==> config.mk <==
export PLATFORM = sky130hd
export DESIGN_NAME = id_ex_stage
export DESIGN_NICKNAME = d
export VERILOG_FILES = /design/src/rtl/id_ex_stage_pkg.sv /design/src/rtl/id_ex_stage_operand_forward.sv /design/src/rtl/id_ex_stage.sv
export SDC_FILE = /design/constraint.sdc
export NUM_CORES = 1
export LEC_CHECK = 0
export CORE_MARGIN = 3
export CORE_UTILIZATION = 44
export CTS_CLUSTER_SIZE = 14
export DETAILED_ROUTE_END_ITERATION = 6
export GPL_ROUTABILITY_DRIVEN = 0
export PLACE_DENSITY = 0.83
export SYNTH_ARGS = -nofsm -noshare
export SYNTH_HDL_FRONTEND = slang
export SYNTH_SLANG_ARGS = --single-unit
==> constraint.sdc <==
create_clock -name clk -period 3.9 [get_ports clk]
set_input_delay 0.585 -clock clk [delete_from_list [all_inputs] [get_ports clk]]
set_output_delay 0.585 -clock clk [all_outputs]
set_load 0.01 [all_outputs]
==> src/rtl/id_ex_stage_pkg.sv <==
// Shared definitions for the ID/EX pipeline register: widths, ALU opcodes and
// the record describing what the stage holds.
package id_ex_stage_pkg;

  localparam int unsigned REG_AW = 6;
  localparam int unsigned DATA_W = 32;
  localparam int unsigned ALUOP_W = 4;
  localparam int unsigned BUBBLE_CNT_W = 16;

  typedef enum logic [ALUOP_W-1:0] {
    ALU_ADD  = 4'h0,
    ALU_SUB  = 4'h1,
    ALU_AND  = 4'h2,
    ALU_OR   = 4'h3,
    ALU_XOR  = 4'h4,
    ALU_SLT  = 4'h5,
    ALU_SLL  = 4'h6,
    ALU_SRL  = 4'h7,
    ALU_SRA  = 4'h8,
    ALU_LUI  = 4'h9
  } alu_op_e;

  typedef struct packed {
    logic               valid;
    logic               regwrt;
    logic               memrd;
    logic               memwrt;
    logic [ALUOP_W-1:0] aluop;
    logic [REG_AW-1:0]  rs;
    logic [REG_AW-1:0]  rt;
    logic [REG_AW-1:0]  rd;
    logic [DATA_W-1:0]  rsval;
    logic [DATA_W-1:0]  rtval;
  } stage_t;

endpackage

==> src/rtl/id_ex_stage_operand_forward.sv <==
// Selects one source operand: EX/MEM result first, then the writeback bus,
// otherwise the register-file read value. Register 0 is an ordinary register.
module operand_forward
  import id_ex_stage_pkg::*;
#(
  parameter int unsigned REG_AW = id_ex_stage_pkg::REG_AW,
  parameter int unsigned DATA_W = id_ex_stage_pkg::DATA_W
) (
  input  logic [REG_AW-1:0] idx_i,
  input  logic [DATA_W-1:0] rf_val_i,
  input  logic [REG_AW-1:0] exmem_rd_i,
  input  logic              exmem_regwrt_i,
  input  logic [DATA_W-1:0] exmem_val_i,
  input  logic [REG_AW-1:0] wb_rd_i,
  input  logic              wb_regwrt_i,
  input  logic [DATA_W-1:0] wb_val_i,
  output logic [DATA_W-1:0] val_o
);

  always_comb begin
    val_o = rf_val_i;
    if (exmem_regwrt_i && (exmem_rd_i == idx_i)) begin
      val_o = exmem_val_i;
    end else if (wb_regwrt_i && (wb_rd_i == idx_i)) begin
      val_o = wb_val_i;
    end
  end

endmodule

==> src/rtl/id_ex_stage.sv <==
// ID/EX pipeline register with operand forwarding, load-use hazard detection,
// bubble insertion and a saturating bubble counter.
module id_ex_stage
  import id_ex_stage_pkg::*;
#(
  parameter int unsigned REG_AW = id_ex_stage_pkg::REG_AW,
  parameter int unsigned DATA_W = id_ex_stage_pkg::DATA_W
) (
  input  logic              clk,
  input  logic              in_rst,
  input  logic              in_valid,
  input  logic              in_stall,
  input  logic              in_flush,
  input  logic [REG_AW-1:0] in_rs,
  input  logic [REG_AW-1:0] in_rt,
  input  logic [REG_AW-1:0] in_rd,
  input  logic [DATA_W-1:0] in_rsval,
  input  logic [DATA_W-1:0] in_rtval,
  input  logic              in_ctrl_regwrt,
  input  logic              in_ctrl_memrd,
  input  logic              in_ctrl_memwrt,
  input  logic [3:0]        in_ctrl_aluop,
  input  logic [REG_AW-1:0] in_exmem_rd,
  input  logic              in_exmem_regwrt,
  input  logic [DATA_W-1:0] in_exmem_val,
  input  logic [REG_AW-1:0] in_wb_rd,
  input  logic              in_wb_regwrt,
  input  logic [DATA_W-1:0] in_wb_val,
  output logic              out_valid,
  output logic              out_ctrl_regwrt,
  output logic              out_ctrl_memrd,
  output logic              out_ctrl_memwrt,
  output logic [REG_AW-1:0] out_rs,
  output logic [REG_AW-1:0] out_rt,
  output logic [REG_AW-1:0] out_rd,
  output logic [DATA_W-1:0] out_rsval,
  output logic [DATA_W-1:0] out_rtval,
  output logic [3:0]        out_ctrl_aluop,
  output logic              out_hazard,
  output logic [15:0]       out_bubble_cnt
);

  stage_t                  stage_q, stage_d;
  logic [BUBBLE_CNT_W-1:0] bubble_cnt_q, bubble_cnt_d;
  logic [DATA_W-1:0]       rs_fwd, rt_fwd;
  logic                    hazard;

  operand_forward #(.REG_AW(REG_AW), .DATA_W(DATA_W)) u_fwd_rs (
    .idx_i          (in_rs),
    .rf_val_i       (in_rsval),
    .exmem_rd_i     (in_exmem_rd),
    .exmem_regwrt_i (in_exmem_regwrt),
    .exmem_val_i    (in_exmem_val),
    .wb_rd_i        (in_wb_rd),
    .wb_regwrt_i    (in_wb_regwrt),
    .wb_val_i       (in_wb_val),
    .val_o          (rs_fwd)
  );

  operand_forward #(.REG_AW(REG_AW), .DATA_W(DATA_W)) u_fwd_rt (
    .idx_i          (in_rt),
    .rf_val_i       (in_rtval),
    .exmem_rd_i     (in_exmem_rd),
    .exmem_regwrt_i (in_exmem_regwrt),
    .exmem_val_i    (in_exmem_val),
    .wb_rd_i        (in_wb_rd),
    .wb_regwrt_i    (in_wb_regwrt),
    .wb_val_i       (in_wb_val),
    .val_o          (rt_fwd)
  );

  // A load in this stage whose destination is read by the decode-slot instruction.
  assign hazard = stage_q.valid && stage_q.memrd && stage_q.regwrt && in_valid &&
                  ((stage_q.rd == in_rs) || (stage_q.rd == in_rt));

  always_comb begin
    stage_d      = stage_q;
    bubble_cnt_d = bubble_cnt_q;
    if (in_flush) begin
      stage_d.valid  = 1'b0;
      stage_d.regwrt = 1'b0;
      stage_d.memrd  = 1'b0;
      stage_d.memwrt = 1'b0;
      stage_d.aluop  = '0;
    end else if (in_stall) begin
      // A held instruction must still see writebacks that land while it waits.
      if (stage_q.valid && in_wb_regwrt) begin
        if (in_wb_rd == stage_q.rs) stage_d.rsval = in_wb_val;
        if (in_wb_rd == stage_q.rt) stage_d.rtval = in_wb_val;
      end
    end else if (hazard) begin
      stage_d.valid  = 1'b0;
      stage_d.regwrt = 1'b0;
      stage_d.memrd  = 1'b0;
      stage_d.memwrt = 1'b0;
      stage_d.aluop  = '0;
      if (bubble_cnt_q != '1) bubble_cnt_d = bubble_cnt_q + 1'b1;
    end else begin
      stage_d.valid  = in_valid;
      stage_d.regwrt = in_valid & in_ctrl_regwrt;
      stage_d.memrd  = in_valid & in_ctrl_memrd;
      stage_d.memwrt = in_valid & in_ctrl_memwrt;
      stage_d.aluop  = in_valid ? in_ctrl_aluop : '0;
      stage_d.rs     = in_rs;
      stage_d.rt     = in_rt;
      stage_d.rd     = in_rd;
      stage_d.rsval  = rs_fwd;
      stage_d.rtval  = rt_fwd;
    end
  end

  always_ff @(posedge clk) begin
    if (in_rst) begin
      stage_q      <= '0;
      bubble_cnt_q <= '0;
    end else begin
      stage_q      <= stage_d;
      bubble_cnt_q <= bubble_cnt_d;
    end
  end

  assign out_valid       = stage_q.valid;
  assign out_ctrl_regwrt = stage_q.regwrt;
  assign out_ctrl_memrd  = stage_q.memrd;
  assign out_ctrl_memwrt = stage_q.memwrt;
  assign out_ctrl_aluop  = stage_q.aluop;
  assign out_rs          = stage_q.rs;
  assign out_rt          = stage_q.rt;
  assign out_rd          = stage_q.rd;
  assign out_rsval       = stage_q.rsval;
  assign out_rtval       = stage_q.rtval;
  assign out_hazard      = hazard;
  assign out_bubble_cnt  = bubble_cnt_q;

endmodule

---- Yosys cells after proc, flatten, opt, wreduce, memory -nomap -nowiden ----
Cells that the tools add are included.
storage, ports and cells
  bits in registers ....................... 106
  output and inout bits ................... 107
  word-level logic and storage cells ...... 57
operators by class
  add/sub/neg operators ................... 1
  eq/ne operators ......................... 13
  muxes and demuxes ....................... 11
  bitwise gates (word level) .............. 6
  reduce and logical (&&, ||, !) cells .... 15
operators by type and width
  kind                                                    count
  two-way mux 32 bit                                      6
  two-way mux 64 bit                                      3
  equality test 6 bit                                     8
  adder 16 x 1 -> 16 bit (second input constant)          1
  inequality test 16 bit (second input constant)          1
  AND reduction 4 bit                                     3
  logical AND 1 bit                                       9
  two-way mux 8 bit                                       1
  inequality test 2 x 1 -> 1 bit (second input constant)  3
  two-way mux 4 bit                                       1
  bitwise AND 1 bit                                       3
  inverter 1 bit                                          3
  AND reduction 3 bit                                     1
  inequality test 2 bit (second input constant)           1
  OR reduction 2 bit                                      1
  logical OR 1 bit                                        1

---- Logic depth before layout (Yosys ltp) ----
Gate-level depths: netlist of run 1.
  depth in word-level cells ............... 6
  depth in mapped cells ................... 8

---- By module ----
From an unflattened synthesis of run 1, not the netlist that was laid out.
second synthesis, totals
  cells, all modules ...................... 922
  area total of the unflattened synthesis .. 7056.8 um^2
by module, submodules not included
  module           times used  cells an instance  area each (um^2)  seq. area each (um^2)
  id_ex_stage      1           516                4839.6            2122.0
  operand_forward  2           203                1108.6            0.0

---- Worst setup path after synthesis of run 1 ----
OpenSTA, ideal clock, no wires.
  path type ............................... in2out
  start ................................... input port in_rs[3]
  end ..................................... output port out_hazard
  arrival time ............................ 1520 ps
  data required time ...................... 3315 ps
  path slack .............................. 1795 ps
  stages .................................. 5
  buffers on the path ..................... 1
  cell sequence ........................... xor2_1 -> nor4_4 -> a22oi_4 -> buf_6 -> inv_1
on the way
  longest elaborated chain between the ends .. 3
ends and longest elaborated chain
  item                 RTL line           source
  start, declared      id_ex_stage.sv:14  input logic [REG_AW-1:0] in_rs,
  equality test 6 bit  id_ex_stage.sv:74  ((stage_q.rd == in_rs) || (stage_q.rd == in_rt));
  logical OR 1 bit     id_ex_stage.sv:74
  logical AND 1 bit    id_ex_stage.sv:73  assign hazard = stage_q.valid && stage_q.memrd && stage_q.regwrt && in_valid &&
  end, declared        id_ex_stage.sv:39  output logic out_hazard,
No other way between the ends.

---- Final worst setup path of run 1 ----
  start ................................... input port in_rt[3]
  end ..................................... output port out_hazard
on the way
  longest elaborated chain between the ends .. 3
ends and longest elaborated chain
  item                 RTL line           source
  start, declared      id_ex_stage.sv:15  input logic [REG_AW-1:0] in_rt,
  equality test 6 bit  id_ex_stage.sv:74
  logical OR 1 bit     id_ex_stage.sv:74
  logical AND 1 bit    id_ex_stage.sv:73
No other way between the ends.

==> flow_metrics.env, run 1 <==
export IMPL_run_status="finished, final reports clean"
export IMPL_layout_drive_gt1_share=0.0981
export IMPL_maxSlewViolCount=0
export IMPL_clk_insertion_delay_late_ns=0.34
export IMPL_synth_cell_type_count=48
export IMPL_place_hpwl_um=15400
export IMPL_grt_max_degree=59
export IMPL_syn_num_nets=795
export IMPL_dpl_cell_count=1034
export IMPL_crit_arrival_ns=2.49
export IMPL_ios=279
export IMPL_synth_warnings=0
export IMPL_worstMarginPinSlew_ns=0.696
export IMPL_cts_repair_resized=0
export IMPL_numCtsBuffers=9
export IMPL_max_cap_violations=0
export IMPL_synth_edff_count=0
export IMPL_synth_top_area_cell="sky130_fd_sc_hd__dfxtp_1"
export IMPL_ys_seq_elements=106
export IMPL_avgSynthCellArea_um2=9.19
export IMPL_period_minus_slack_ns=3.07
export IMPL_drt_wl_total_um=21400
export IMPL_post_cts_hold_buffer_count=0
export IMPL_die_h_um=120
export IMPL_worstSetupEndpointType="output port"
export IMPL_fin_skew_ns=0.00858
export IMPL_finalCritPeriodShare=0.788
export IMPL_floorplan_core_area_mm2=0.0127
export IMPL_total_leakage_power_nw=3.19
export IMPL_via_per_inst=5.76
export IMPL_fin_cells=1050
export IMPL_hold_viol_final=0
export IMPL_netlist_top_cells_area="sky130_fd_sc_hd__dfxtp_1, sky130_fd_sc_hd__o32ai_1, sky130_fd_sc_hd__o31ai_2"
export IMPL_grt_util_all_layers=0.289
export IMPL_initial_utilization=0.451
export IMPL_globalRoute_totalOverflow=0
export IMPL_cts_htree_levels=3
export IMPL_grt_pass1_wl_um=33400
export IMPL_placementRows=41
export IMPL_class_of_the_most_critical_hold_timing_path="flop to flop"
export IMPL_routedWlPerCell_um=20.4
export IMPL_ant_nets=0
export IMPL_numPortBuffers=278
export IMPL_fmax_mhz=325
export IMPL_p_int_mw=1.98
export IMPL_synth_async_reset_ratio=0
export IMPL_cts_root_buf="sky130_fd_sc_hd__clkbuf_16"
export IMPL_power_switching_fraction=0.268
export IMPL_netlist_area_leader_share=0.371
export IMPL_power_switching_uw=727
export IMPL_power_share_clock=0.333
export IMPL_syn_area_mm2=0.00572
export IMPL_drt_pre_antenna_iters=4
export IMPL_maxSlewHeadroom=0.531
export IMPL_critPathLaunchType="input port"
export IMPL_post_cts_repair_setup_buffers=0
export IMPL_drc=0
export IMPL_area_growth_syn_to_layout_pct=54.1
export IMPL_antenna_found_initial=1
export IMPL_tritoncts="built"
export IMPL_number_of_drc_markers_in_iteration_0=381
export IMPL_worst_setup_hold_path_clk_slew_ns=0.07
export IMPL_largest_voltage_drop_on_the_vdd_net_v=0.000242
export IMPL_clock_tree_buffer_depth=2
export IMPL_comb_power_share=0.233
export IMPL_die_width_um=120
export IMPL_worstPathMaxFanout=4
export IMPL_dominantRegCellSynth="sky130_fd_sc_hd__dfxtp_1"
export IMPL_fin_setup_tns_ns=0
export IMPL_first_global_vias=6250
export IMPL_synth_sequential_area_ratio=0.371
export IMPL_seqPwrFrac=0.434
export IMPL_rsz0062_at_grt="false"
export IMPL_worst_endpoint_required_ns=3.31
export IMPL_power_per_cell_area_mw_per_mm2=308
export IMPL_final_net_count=1046
export IMPL_synthCells=622
export IMPL_vias=6047
export IMPL_cts_sinks=106
export IMPL_die_area_mm2=0.0144
export IMPL_setup_violations=0
export IMPL_worst_setup_path_type="input port to output port"
==> worst paths after layout <==
path | from | end | slack [ns] | depth (start not counted)
hold reg to reg | out_rsval[31]$_SDFFE_PP0P_ | out_rsval[31]$_SDFFE_PP0P_ | 0.45 | 2
hold / removal | out_rsval[31]$_SDFFE_PP0P_ | out_rsval[31]$_SDFFE_PP0P_ | 0.45 | 2
setup / recovery | in_rt[3] | out_hazard | 0.83 | 6
setup reg to reg | out_rd[0]$_SDFFE_PP0P_ | out_rtval[8]$_SDFFE_PP0P_ | 1.53 | 6
==> cell usage after synthesis, types with 6 or more instances <==
| cell | count |
|---|---|
| sky130_fd_sc_hd__a21o_1 | 6 |
| sky130_fd_sc_hd__a22oi_1 | 7 |
| sky130_fd_sc_hd__buf_2 | 14 |
| sky130_fd_sc_hd__buf_6 | 10 |
| sky130_fd_sc_hd__clkbuf_1 | 22 |
| sky130_fd_sc_hd__dfxtp_1 | 106 |
| sky130_fd_sc_hd__inv_1 | 6 |
| sky130_fd_sc_hd__mux2i_1 | 19 |
| sky130_fd_sc_hd__nand2_1 | 70 |
| sky130_fd_sc_hd__nand3_1 | 7 |
| sky130_fd_sc_hd__nand4_1 | 6 |
| sky130_fd_sc_hd__nor2_1 | 102 |
| sky130_fd_sc_hd__nor3_1 | 6 |
| sky130_fd_sc_hd__o31ai_1 | 32 |
| sky130_fd_sc_hd__o31ai_2 | 32 |
| sky130_fd_sc_hd__o32ai_1 | 64 |
| sky130_fd_sc_hd__xnor2_1 | 29 |
| sky130_fd_sc_hd__xor2_1 | 31 |
==> routing by layer <==
metal  up-vias  GRT usage  wire [µm]
li1       2794          -          -
met1      2885      0.332       8050
met2       323      0.506      10700
met3        45     0.0825       1960
met4         0      0.112        723
met5         -          0          0
==> final cells by class <==
class	instances	area (µm²)
Inverter	6	22.5
Sequential cell	106	2120
Clock buffer	10	229
Timing Repair Buffer	290	2870
Tap cell	172	215
Multi-Input combinational cell	460	3300
Fill cell	977	3860
Clock inverter	5	56.3
Antenna cell	1	2.50
==> placed cells by master (no fill, tap or decap), types with 19 or more instances in the layout <==
| cell | netlist | routed |
|---|---|---|
| sky130_fd_sc_hd__clkdlybuf4s50_1 | 0 | 277 |
| sky130_fd_sc_hd__dfxtp_1 | 106 | 106 |
| sky130_fd_sc_hd__mux2i_1 | 19 | 19 |
| sky130_fd_sc_hd__nand2_1 | 70 | 70 |
| sky130_fd_sc_hd__nor2_1 | 102 | 102 |
| sky130_fd_sc_hd__o31ai_1 | 32 | 32 |
| sky130_fd_sc_hd__o31ai_2 | 32 | 32 |
| sky130_fd_sc_hd__o32ai_1 | 64 | 64 |
| sky130_fd_sc_hd__xnor2_1 | 29 | 29 |
| sky130_fd_sc_hd__xor2_1 | 31 | 31 |
==> stage by stage <==
stage	hold slack, ns	total power, mW	area (µm²)	util	setup WS [ns]
6_report	0.451	2.71	8810	0.695	0.827
5_1_grt	0.479	2.81	8810	0.695	0.719
4_1_cts	0.455	2.71	8810	0.695	0.843
3_5_place_dp	0.438	1.83	8520	0.673	0.782
3_3_place_gp	0.434	1.82	8520	0.673	0.864
2_1_floorplan	0.479	1.46	5720	-	1.80
==> critical path: stages <==
cell and delay [ns]:
sky130_fd_sc_hd__clkdlybuf4s50_1 0.53, sky130_fd_sc_hd__xor2_1 0.21, sky130_fd_sc_hd__nor3_1 0.45, sky130_fd_sc_hd__a22oi_4 0.10
sky130_fd_sc_hd__inv_1 0.08, sky130_fd_sc_hd__clkdlybuf4s50_1 0.53
==> logic make-up (layout without fill, tap and decap cells) <==
group	Yosys count	in the layout	share of synthesized area
other	0	1	0
AO/OA/AOI/OAI	154	154	0.247
AND/OR/NAND/NOR	226	226	0.196
flip-flops	106	106	0.371
buffers and inverters	56	311	0.0582
multiplexers	19	19	0.0333
adder cells (fa/ha/maj)	1	1	0.00219
XOR/XNOR	60	60	0.0919
==> state kept, by name, summed over array words and instances, names as in the netlist <==
register and count:
out_ctrl_memrd 1, out_ctrl_regwrt 1, out_rtval 32, out_rsval 32, out_rd 6, out_ctrl_aluop 4
out_bubble_cnt 16, out_valid 1, out_rs 6, out_ctrl_memwrt 1, out_rt 6
==> power by group through the flow <==
stage	sequential (mW)	clock, mW	combinational (mW)
after floorplan	1.22	0	0.237
after global placement	1.20	0	0.617
after detailed placement	1.20	0	0.628
after CTS	1.18	0.908	0.631
after global routing	1.18	0.959	0.672
final	1.18	0.903	0.632
Note: power is estimated with default switching activity, not from simulation.
==> inputs of run 2 (changes only) <==
--- a/config.mk
+++ b/config.mk
@@ -6,11 +6,11 @@
 export NUM_CORES = 1
 export LEC_CHECK = 0
 export CORE_MARGIN = 3
-export CORE_UTILIZATION = 44
+export CORE_UTILIZATION = 37
 export CTS_CLUSTER_SIZE = 14
 export DETAILED_ROUTE_END_ITERATION = 6
 export GPL_ROUTABILITY_DRIVEN = 0
-export PLACE_DENSITY = 0.83
+export PLACE_DENSITY = 0.74
 export SYNTH_ARGS = -nofsm -noshare
 export SYNTH_HDL_FRONTEND = slang
 export SYNTH_SLANG_ARGS = --single-unit
==> constraint.sdc (replaced) <==
create_clock -name clk -period 2.55 [get_ports clk]
set_input_delay 0.3825 -clock clk [delete_from_list [all_inputs] [get_ports clk]]
set_output_delay 0.3825 -clock clk [all_outputs]
set_load 0.01 [all_outputs]
==> run 2 against run 1 <==
First-iteration DRC count shrank 42%. Register-to-register slack worse by 1.1 ns. Clock power increased by 48%. Routed wire length decreased by 0.67%. Global-route usage fell by 4.9 points. Clock skew about the same. Cell count is 4.9% higher. Critical endpoint unchanged. Die area rose by 18%. Final area rose by 6.0%. Sequential share of layout area fell by 1.4 points. Largest power group unchanged. Count of clock-buffer cells in the layout is 1 higher.
==> flow_metrics.env, run 2 (synthesized netlist as in run 1, its figures left out) <==
export IMPL_die_h_um=130
export IMPL_routedWlPerCell_um=19.3
export IMPL_largest_voltage_drop_on_the_vdd_net_v=0.000392
export IMPL_cp_slowest_cell="sky130_fd_sc_hd__clkdlybuf4s50_1"
export IMPL_mostFrequentLayoutCells="sky130_fd_sc_hd__clkdlybuf4s50_1, sky130_fd_sc_hd__dfxtp_1, sky130_fd_sc_hd__nor2_1, sky130_fd_sc_hd__nand2_1, sky130_fd_sc_hd__o32ai_1"
export IMPL_met1_length_um=8430
export IMPL_critical_path_max_stage_delay_ns=0.52
export IMPL_sequential_cell_area_mm2=0.00212
export IMPL_layout_drive_gt1_share=0.140
export IMPL_post_cts_hold_buffer_count=0
export IMPL_worstPathCellList="clkdlybuf4s50_1, nand4_1, nor3_4, a22oi_4, inv_1, clkdlybuf4s50_1"
export IMPL_place_hpwl_um=16200
export IMPL_worst_setup_hold_path_clk_slew_ns=0.06
export IMPL_timing_critical_path_mode_cell="sky130_fd_sc_hd__clkdlybuf4s50_1"
export IMPL_multi_input_comb_area_mm2=0.00333
export IMPL_maxSlewHeadroom=0.701
export IMPL_die_width_um=130
export IMPL_fin_skew_ns=0.00835
export IMPL_finalCritPeriodShare=0.989
export IMPL_worstMarginPinSlew_ns=0.449
export IMPL_route_met2_wl_um=10600
export IMPL_number_of_drc_markers_in_iteration_0=221
export IMPL_crit_family="buffers and inverters"
export IMPL_drt_pre_antenna_iters=5
export IMPL_numPortBuffers=278
export IMPL_mostFrequentLayoutCell="sky130_fd_sc_hd__clkdlybuf4s50_1"
export IMPL_dpl_instance_area_mm2=0.00903
export IMPL_antenna_found_initial=0
export IMPL_crit_arrival_ns=2.14
export IMPL_hold_viol_final=0
export IMPL_final_cell_area_mm2=0.00934
export IMPL_die_area_mm2=0.0170
export IMPL_grt_util_all_layers=0.240
export IMPL_maxUsedRoutingLayer="met4"
export IMPL_total_leakage_power_nw=3.50
export IMPL_class_of_the_most_critical_hold_timing_path="flop to flop"
export IMPL_detailroute_wirelength_met3_um=1860
export IMPL_globalRoute_totalOverflow=0
export IMPL_cts_root_buf="sky130_fd_sc_hd__clkbuf_16"
export IMPL_clock_tree_buffer_depth=2
export IMPL_worstSetupEndpointType="output port"
export IMPL_drc=0
export IMPL_cts_htree_levels=3
export IMPL_vias=5889
export IMPL_initial_utilization=0.386
export IMPL_numCtsBuffers=9
export IMPL_ant_nets=0
export IMPL_grt_pass1_wl_um=31700
export IMPL_final_net_count=1086
export IMPL_area_growth_syn_to_layout_pct=63.4
export IMPL_period_minus_slack_ns=2.52
export IMPL_worst_setup_path_type="input port to output port"
export IMPL_max_cap_violations=0
export IMPL_worst_endpoint_required_ns=2.17
export IMPL_setup_violations=0
export IMPL_critical_path_buf_inv_count=3
export IMPL_worstPathMaxFanout=3
export IMPL_tritoncts="built"
export IMPL_run_status="finished, final reports clean"
export IMPL_grt_max_degree=44
export IMPL_cts_sinks=106
export IMPL_critPathLaunchType="input port"
export IMPL_post_route_util=0.631
export IMPL_power_per_cell_area_mw_per_mm2=447
export IMPL_floorplan_core_area_mm2=0.0148
export IMPL_maxSlewViolCount=0
export IMPL_via_per_inst=5.35
export IMPL_ios=279
export IMPL_clk_insertion_delay_late_ns=0.34
export IMPL_placementRows=44
export IMPL_fillers=1288
export IMPL_antennaDiodeCount=0
export IMPL_drt_wl_total_um=21300
export IMPL_fmax_mhz=397
export IMPL_first_global_vias=5834
[run 2: cell types whose count changed in the layout (fill, tap and decap cells not counted), sizes merged, moves of 2 or more]
| cell | delta |
|---|---|
| buf | +40 |
| dlygate4sd2 | +2 |
| dlymetal6s2s | +3 |
| clkdlybuf4s50 | -5 |
[run 2: per-layer routing]
metal / GRT usage / vias to the layer above
met2: 0.429 / 251
li1: - / 2864
met4: 0.0691 / 0
met3: 0.0688 / 26
met1: 0.279 / 2748
met5: 0 / -
[run 2: where the power goes]
part	internal [mW]	total [mW]	switching, mW
registers	1.74	1.79	0.0546
logic	0.597	1.04	0.441
clock network	0.712	1.34	0.630
[run 2: final timing paths]
kind	start	to	slack (ns)	cells after the start
worst max register to register	out_rd[5]$_SDFFE_PP0P_	out_rtval[17]$_SDFFE_PP0P_	0.42	10
worst min-delay path	out_rsval[15]$_SDFFE_PP0P_	out_rsval[15]$_SDFFE_PP0P_	0.45	2
worst min register to register	out_rsval[15]$_SDFFE_PP0P_	out_rsval[15]$_SDFFE_PP0P_	0.45	2
worst max-delay path	in_valid	out_hazard	0.03	6
[run 2: timing repair]
item                                   4_1_cts  5_1_grt
endpoints found under the hold margin        0        0
setup endpoints to repair                    1        1
gates resized for setup                      3        5
setup buffers                                1        1
pin swaps                                    2        4
gates cloned                                 0        0
[run 2: cell type report]
class,count,share of cell area
timing repair buffer,330,0.360
multi-input combinational,460,0.356
sequential,106,0.227
clock buffer,11,0.0270
tap,184,0.0246
clock inverter,4,0.00295
inverter,6,0.00241
[run 2: metrics by stage]
stage	power [mW]	std cells	hold slack (ns)	worst slack, ns	setup TNS (ns)
floorplan	2.23	622	0.479	0.662	0
global placement	2.86	1084	0.433	-0.0486	-0.698
detailed placement	2.87	1084	0.439	-0.0789	-2.40
CTS	4.22	1100	0.453	0.000716	0
global route	4.35	1101	0.475	-0.0128	-0.0128
finish	4.18	1101	0.450	0.0280	0
[run 2: worst reg2reg max path, stage by stage, from the launching register on]
cell                       delay, ns
sky130_fd_sc_hd__dfxtp_1        0.44
sky130_fd_sc_hd__xor2_1         0.15
sky130_fd_sc_hd__nor4_4         0.37
sky130_fd_sc_hd__buf_4          0.17
sky130_fd_sc_hd__a221oi_2       0.05
sky130_fd_sc_hd__buf_4          0.16
sky130_fd_sc_hd__buf_4          0.15
sky130_fd_sc_hd__o21ai_4        0.21
sky130_fd_sc_hd__buf_12         0.20
sky130_fd_sc_hd__nand2_1        0.09
sky130_fd_sc_hd__o31ai_1        0.06
==> inputs of run 3 (changes only) <==
--- a/config.mk
+++ b/config.mk
@@ -5,6 +5,7 @@
 export SDC_FILE = /design/constraint.sdc
 export NUM_CORES = 1
 export LEC_CHECK = 0
+export ABC_AREA = 0
 export CORE_MARGIN = 3
 export CORE_UTILIZATION = 37
 export CTS_CLUSTER_SIZE = 14
==> constraint.sdc (replaced) <==
create_clock -name clk -period 2.55 [get_ports clk]
set_input_delay 0.6375 -clock clk [delete_from_list [all_inputs] [get_ports clk]]
set_output_delay 0.6375 -clock clk [all_outputs]
set_load 0.01 [all_outputs]
==> run 3 against run 2 <==
Combinational power hardly changed. Cell count up 0.91%. Sequential cell count unchanged. Global-route usage up 0.37 points.
==> flow_metrics.env, run 3 (synthesized netlist as in run 1, its figures left out) <==
export IMPL_largest_voltage_drop_on_the_vdd_net_v=0.000338
export IMPL_post_cts_hold_buffer_count=0
export IMPL_fin_setup_tns_ns=0
export IMPL_worst_setup_path_type="input port to output port"
export IMPL_hold_viol_final=0
export IMPL_worstReg2RegStart="out_rd[3]$_SDFFE_PP0P_"
export IMPL_dpl_instance_area_mm2=0.00909
export IMPL_worstSetupEndpointType="output port"
export IMPL_worstPathMaxFanout=2
export IMPL_max_cap_violations=0
export IMPL_place_hpwl_um=16200
export IMPL_cts_htree_levels=3
export IMPL_routedWlPerCell_um=19.4
export IMPL_floorplan_core_area_mm2=0.0148
export IMPL_grt_max_degree=39
export IMPL_critical_path_max_stage_delay_ns=0.36
export IMPL_final_cell_area_mm2=0.00948
export IMPL_tritoncts="built"
export IMPL_grt_pass1_wl_um=32100
export IMPL_antennaDiodeCount=0
export IMPL_drt_wl_total_um=21600
export IMPL_area_growth_syn_to_layout_pct=65.9
export IMPL_run_status="finished, final reports clean"
export IMPL_die_h_um=130
export IMPL_ios=279
export IMPL_finalCritPeriodShare=0.955
export IMPL_first_global_vias=6143
export IMPL_maxSlewViolCount=0
export IMPL_placementRows=44
export IMPL_mostFrequentLayoutCell="sky130_fd_sc_hd__clkdlybuf4s50_1"
export IMPL_initial_utilization=0.386
export IMPL_critPathLaunchType="input port"
export IMPL_reg2reg_depth=10
export IMPL_crit_family="buffers and inverters"
export IMPL_worstPathCellList="dlygate4sd2_1, xor2_1, nor4_4, a22oi_4, inv_1, buf_2"
export IMPL_class_of_the_most_critical_hold_timing_path="flop to flop"
export IMPL_numPortBuffers=278
export IMPL_worstMarginPinSlew_ns=0.579
export IMPL_period_minus_slack_ns=2.44
export IMPL_dp_slack_ns=-0.467
export IMPL_worst_setup_hold_path_clk_slew_ns=0.07
export IMPL_drt_pre_antenna_iters=4
export IMPL_number_of_drc_markers_in_iteration_0=253
export IMPL_cp_slowest_cell="sky130_fd_sc_hd__nor4_4"
export IMPL_fillers=1223
export IMPL_multi_input_comb_area_mm2=0.00338
export IMPL_fin_skew_ns=0.00850
export IMPL_drc=0
export IMPL_crit_arrival_ns=1.80
export IMPL_total_leakage_power_nw=3.59
export IMPL_cts_root_buf="sky130_fd_sc_hd__clkbuf_16"
export IMPL_final_net_count=1095
export IMPL_antenna_found_initial=1
export IMPL_maxSlewHeadroom=0.611
export IMPL_die_area_mm2=0.0170
export IMPL_hp_start="out_rtval[8]$_SDFFE_PP0P_"
export IMPL_via_per_inst=5.40
export IMPL_critical_path_buf_inv_count=3
export IMPL_ant_nets=0
export IMPL_fin_ws_ns=0.115
export IMPL_vias=5995
export IMPL_worst_hold_path_endpoint="out_rtval[8]$_SDFFE_PP0P_"
export IMPL_die_width_um=130
export IMPL_mostFrequentLayoutCells="sky130_fd_sc_hd__clkdlybuf4s50_1, sky130_fd_sc_hd__dfxtp_1, sky130_fd_sc_hd__nor2_1, sky130_fd_sc_hd__nand2_1, sky130_fd_sc_hd__o32ai_1"
export IMPL_worst_endpoint_required_ns=1.91
export IMPL_layout_drive_gt1_share=0.156
export IMPL_setup_reg_to_reg_worst_slack_ns=0.27
export IMPL_cts_sinks=106
export IMPL_rsz0062_at_grt="false"
export IMPL_setup_violations=0
export IMPL_worst_r2r_endpoint="out_rt[5]$_SDFFE_PP0P_"
export IMPL_globalRoute_totalOverflow=0
export IMPL_fmax_mhz=411
export IMPL_clk_insertion_delay_late_ns=0.35
export IMPL_clock_tree_buffer_depth=2
export IMPL_power_per_cell_area_mw_per_mm2=452
export IMPL_grt_util_all_layers=0.244
export IMPL_numCtsBuffers=9
export IMPL_sequential_cell_area_mm2=0.00212
export IMPL_worstHoldPathCells=2
run 3: power by group:
part	internal (mW)	switching (mW)	total [mW]
Combinational	0.602	0.445	1.05
Clock	0.796	0.653	1.45
Sequential	1.74	0.0547	1.79
Total	3.14	1.15	4.29
run 3: routing by layer:
layer  vias to the layer above  share of wire  global-route usage
met2                       256           0.50               0.438
met4                         2          0.018              0.0678
met5                         -        0.00084                   0
met1                      2839           0.38               0.270
met3                        29           0.10              0.0901
li1                       2869              -                   -
run 3: worst max path at each step:
stage | from | end | depth (start not counted) | slack (ns)
6_report | in_rs[1] | out_hazard | 6 | 0.11
3_3_place_gp | in_rs[3] | out_hazard | 6 | -0.45
5_1_grt | in_rt[1] | out_rs[0]$_SDFFE_PP0P_ | 11 | 0.05
4_1_cts | in_valid | out_hazard | 7 | 0.03
2_1_floorplan | in_rs[3] | out_hazard | 5 | 0.34
3_5_place_dp | in_valid | out_hazard | 6 | -0.47
run 3: layout make-up:
cell class	instances	area share
inverters	6	0.00237
flip-flops and latches	106	0.224
clock buffers	11	0.0256
repair buffers	339	0.361
well taps	184	0.0243
multi-input cells	460	0.356
clock inverters	5	0.00646
run 3: metrics by stage:
stage          std cells  utilization  total power [mW]  hold slack, ns
4_1_cts             1110        0.637              4.33           0.456
2_1_floorplan        622            -              2.23           0.479
3_5_place_dp        1093        0.614              2.88           0.440
6_report            1111        0.640              4.29           0.455
5_1_grt             1111        0.640              4.47           0.470
3_3_place_gp        1093        0.614              2.87           0.432
run 3: repair_timing:
action,CTS,global route
endpoints found under the setup margin,1,26
gates resized for setup,17,11
buffers inserted,1,1
pin swaps,6,6
run 3: tightest hold or removal path: stages (launching register included):
cell	delay [ns]
sky130_fd_sc_hd__dfxtp_1	0.33
sky130_fd_sc_hd__nand2_1	0.05
sky130_fd_sc_hd__o31ai_1	0.05
